**config.mk**
```make
export PLATFORM = sky130hd
export DESIGN_NAME = id_ex_reg
export DESIGN_NICKNAME = d
export VERILOG_FILES = /design/src/rtl/id_ex_reg.sv
export SDC_FILE = /design/constraint.sdc
export NUM_CORES = 1
export LEC_CHECK = 0
export BUFFER_PORTS_ARGS = -buffer_cell sky130_fd_sc_hd__buf_2
export CORE_AREA = 8 8 149 151
export DETAILED_ROUTE_END_ITERATION = 7
export DIE_AREA = 0 0 157 159
export PLACE_DENSITY = 0.66
export SYNTH_ARGS = -nofsm -noshare
export SYNTH_HDL_FRONTEND = slang
export SYNTH_SLANG_ARGS = --single-unit
export TNS_END_PERCENT = 20
```
**constraint.sdc**
```tcl
create_clock -name clk -period 0.9 [get_ports clk]
set_clock_uncertainty 0.15 [all_clocks]
set_input_delay 0.09 -clock clk [delete_from_list [all_inputs] [get_ports clk]]
set_output_delay 0.09 -clock clk [all_outputs]
set_load 0.005 [all_outputs]
```
**src/rtl/id_ex_reg.sv**
```systemverilog
// D->E pipeline register of the P7 five-stage MIPS core.
// Captures the decoded D-stage bundle into E. A hazard stall turns the E slot
// into a bubble that still carries the D-stage PC/BD, so an exception taken on
// the bubble reports a correct EPC. An exception/interrupt request flushes E
// to an empty slot tagged with the handler PC.
module id_ex_reg #(
  parameter logic [31:0] PC_INIT    = 32'h0000_3000,
  parameter logic [31:0] HANDLER_PC = 32'h0000_4180
) (
  input  logic        clk,
  input  logic        reset,
  input  logic        Req,
  input  logic        stall,
  input  logic [31:0] D_PC,
  input  logic [31:0] D_instr,
  input  logic [31:0] D_imm32,
  input  logic [31:0] D_lui,
  input  logic [31:0] D_rs_data,
  input  logic [31:0] D_rt_data,
  input  logic [4:0]  D_ExcCode,
  input  logic        D_BD,
  output logic [31:0] E_PC,
  output logic [31:0] E_instr,
  output logic [31:0] E_imm32,
  output logic [31:0] E_lui,
  output logic [31:0] E_rs_data,
  output logic [31:0] E_rt_data,
  output logic [4:0]  E_ExcCode,
  output logic        E_BD,
  output logic        E_bubble
);

  logic [31:0] r_pc;
  logic [31:0] r_instr;
  logic [31:0] r_imm32;
  logic [31:0] r_lui;
  logic [31:0] r_rs_data;
  logic [31:0] r_rt_data;
  logic [4:0]  r_exc_code;
  logic        r_bd;
  logic        r_bubble;

  // Load the E-stage slot every edge: reset > flush > bubble > normal load.
  // NOTE: reset is tested inside the clocked block, so it is synchronous and
  // only takes effect on a rising edge, like every other update here.
  always_ff @(posedge clk) begin
    if (reset) begin
      // NOTE: non-blocking assignments keep every field sampling the same
      // pre-edge values, whatever order the statements appear in.
      r_pc       <= PC_INIT;
      r_instr    <= '0;
      r_imm32    <= '0;
      r_lui      <= '0;
      r_rs_data  <= '0;
      r_rt_data  <= '0;
      r_exc_code <= '0;
      r_bd       <= 1'b0;
      r_bubble   <= 1'b1;
    end else if (Req) begin
      // Flush: the slot is empty and owned by the handler, so no BD/exception.
      r_pc       <= HANDLER_PC;
      r_instr    <= '0;
      r_imm32    <= '0;
      r_lui      <= '0;
      r_rs_data  <= '0;
      r_rt_data  <= '0;
      r_exc_code <= '0;
      r_bd       <= 1'b0;
      r_bubble   <= 1'b1;
    end else if (stall) begin
      // Bubble: a nop that keeps D's PC/BD for precise EPC on a later trap.
      r_pc       <= D_PC;
      r_instr    <= '0;
      r_imm32    <= '0;
      r_lui      <= '0;
      r_rs_data  <= '0;
      r_rt_data  <= '0;
      r_exc_code <= '0;
      r_bd       <= D_BD;
      r_bubble   <= 1'b1;
    end else begin
      // Normal advance; exception code is forwarded, never generated here.
      r_pc       <= D_PC;
      r_instr    <= D_instr;
      r_imm32    <= D_imm32;
      r_lui      <= D_lui;
      r_rs_data  <= D_rs_data;
      r_rt_data  <= D_rt_data;
      r_exc_code <= D_ExcCode;
      r_bd       <= D_BD;
      r_bubble   <= 1'b0;
    end
  end

  // Outputs come straight from the registers: no input-to-output path.
  assign E_PC      = r_pc;
  assign E_instr   = r_instr;
  assign E_imm32   = r_imm32;
  assign E_lui     = r_lui;
  assign E_rs_data = r_rs_data;
  assign E_rt_data = r_rt_data;
  assign E_ExcCode = r_exc_code;
  assign E_BD      = r_bd;
  assign E_bubble  = r_bubble;

endmodule

```
==> results.sh <==
export IMPL_run_status="finished, violations left"
export IMPL_violations="negative hold slack, negative setup slack"
export IMPL_ios=401
export IMPL_cts_sinks=199
export IMPL_drt_vias_per_instance=3.87
export IMPL_rows=52
export IMPL_crit_path_end_kind="output port"
export IMPL_cts_setup_buffers=0
export IMPL_cp_arrival_ps=880
export IMPL_cts_root_buf="clkbuf_16"
export IMPL_layout_commonest_cell="buf_2"
export IMPL_antenna_found_initial=3
export IMPL_dieArea_mm2=0.0250
export IMPL_drtPass1Iterations=4
export IMPL_ys_types=9
export IMPL_routabilityCongestion=0.791
export IMPL_first_global_vias=5735
export IMPL_crit_family="flip-flops"
export IMPL_drc_errors=0
export IMPL_grt_start_max_net_pins=41
export IMPL_powerDensity_mw_per_mm2=1680
export IMPL_avgSynthCellArea_um2=12.6
export IMPL_slowest_delay_ps=350
export IMPL_tightest_slew_ps=200
export IMPL_path_class="register to output port"
export IMPL_grt_pass1_wl_mm=31.0
export IMPL_routedWlPerCell_um=15.9
export IMPL_p_leak_nw=5.39
export IMPL_whs_ps=-83.5
export IMPL_crit_cells=1
export IMPL_p_total_mw=18.4
export IMPL_timing_final_hold_violations=4
export IMPL_worstSetupStartpoint="E_rs_data[23]"
export IMPL_grt_setup_unrepaired="true"
export IMPL_fin_crit_ps=1120
export IMPL_syn_to_final_growth_pct=104
export IMPL_postRouteAntennaNets=0
export IMPL_portBuffers=400
export IMPL_setup_violations=199
export IMPL_whs_endpoint="E_PC[8]"
export IMPL_synth_seq_cells=199
export IMPL_finalNetCount=1242
export IMPL_dieHeight_um=159
export IMPL_crit_chain="buf_6"
export IMPL_worstSetupStartpointType="register"
export IMPL_core_area_mm2=0.0198
export IMPL_cts_clk_slew_worst_paths_ps=70
export IMPL_fp_dieW_um=157
export IMPL_maxSlewViolCount=0
export IMPL_drive_gt1_share_pct=50.6
export IMPL_fmax_mhz=894
export IMPL_synth_area_mm2=0.00536
export IMPL_grt_ovfl_total=0
export IMPL_finalCritPeriodShare_pct=124
export IMPL_min_from="Req"
export IMPL_cp_required_ps=660
export IMPL_cp_num_buf_inv=1
export IMPL_cts_buffer_depth=2
export IMPL_ys_seq_area_share_pct=74.4
export IMPL_wirelength_mm=21.0
export IMPL_dr_total_vias=5126
export IMPL_cp_max_fo=1
export IMPL_cap_violations=0
export IMPL_grt_total_usage_pct=16.0
export IMPL_min_path_cells=4
export IMPL_drt_iter0_markers=114
export IMPL_hp_class="input port to register"
export IMPL_cts_htree_levels=4
export IMPL_hpwl_mm=14.0
export IMPL_synth_nets=626
export IMPL_syn_inst=424
export IMPL_crit_slowest_cell="dfxtp_2"
export IMPL_vdd_drop_max_uv=1220
export IMPL_layout_common_cells="buf_2, dlygate4sd3_1, and2_1"
export IMPL_cts_buffers=17
export IMPL_cts_hold_buf=199
export IMPL_setup_slack_ps=-219
export IMPL_cts_tree="built"
export IMPL_initial_core_util_pct=27.0
export IMPL_synth_warnings=0
export IMPL_maxSlewHeadroom_pct=86.6
-- worst max-delay path by stage --
stage / endpoint
floorplan: E_imm32[0]
global placement: E_rt_data[20]
detailed placement: E_rs_data[25]
CTS: E_rs_data[23]
global route: E_rs_data[23]
finish: E_rs_data[23]
-- stage by stage --
step | util, % | setup slack, ps | instances | setup TNS (ps) | cell area, um^2
final | 55.1 | -219 | 1326 | -35820 | 10900
after global routing | 55.1 | -269 | 1326 | -45070 | 10900
after CTS | 52.9 | -253 | 1323 | -40530 | 10500
after detailed placement | 39.3 | -305 | 1092 | -42150 | 7800
after global placement | 39.3 | -284 | 1092 | -40750 | 7800
after floorplan | - | -15.6 | 424 | -1560 | 5370
-- kinds of logic (layout without fill, tap and decap cells) --
family	after synthesis	in the layout	share of synthesized area [%]
buf+inv	22	651	2.15
compound gates	2	2	0.280
other cells	0	3	0
flops	199	199	74.4
simple gates	201	201	23.2
-- power breakdown --
group | internal (mW) | switching, mW
registers | 9.08 | 0.0896
logic | 1.33 | 0.593
clock network | 3.70 | 3.59
total | 14.1 | 4.27
-- cell usage after synthesis (all sizes together) --
cell type	n	area, um^2
nor2	7	26.3
inv	2	7.51
a21o	2	15.0
dfxtp	199	3980
buf	16	92.6
and2	193	1210
clkbuf	4	15.0
nor3	1	10.0
-- layer usage --
metal  track usage (%)  routed length, um  vias to the layer above
li1                  -                  -                     2507
met1              16.2               7590                     2352
met2              28.9              10900                      229
met3              5.86               1930                       38
met4              6.64                648                        0
met5                 0                  0                        -
-- registers in the layout (all words and copies together) (netlist names) --
signal	flops
E_lui	32
E_PC	32
E_bubble	1
E_BD	1
E_instr	32
E_ExcCode	5
E_rt_data	32
E_imm32	32
E_rs_data	32
-- cell type report --
class | count | area (um^2)
Timing Repair Buffer | 617 | 4650
Clock inverter | 13 | 140
Inverter | 2 | 7.51
Fill cell | 1557 | 8910
Sequential cell | 199 | 4090
Antenna cell | 3 | 7.51
Multi-Input combinational cell | 203 | 1270
Clock buffer | 19 | 433
Tap cell | 270 | 338
-- repair_timing --
action                                 CTS  global route
gates resized for setup                 42           117
setup endpoints to repair              199           202
cloned                                   0             0
pin swaps                                0             0
endpoints found under the hold margin  198             5
Note: power is estimated with default switching activity, not from simulation.
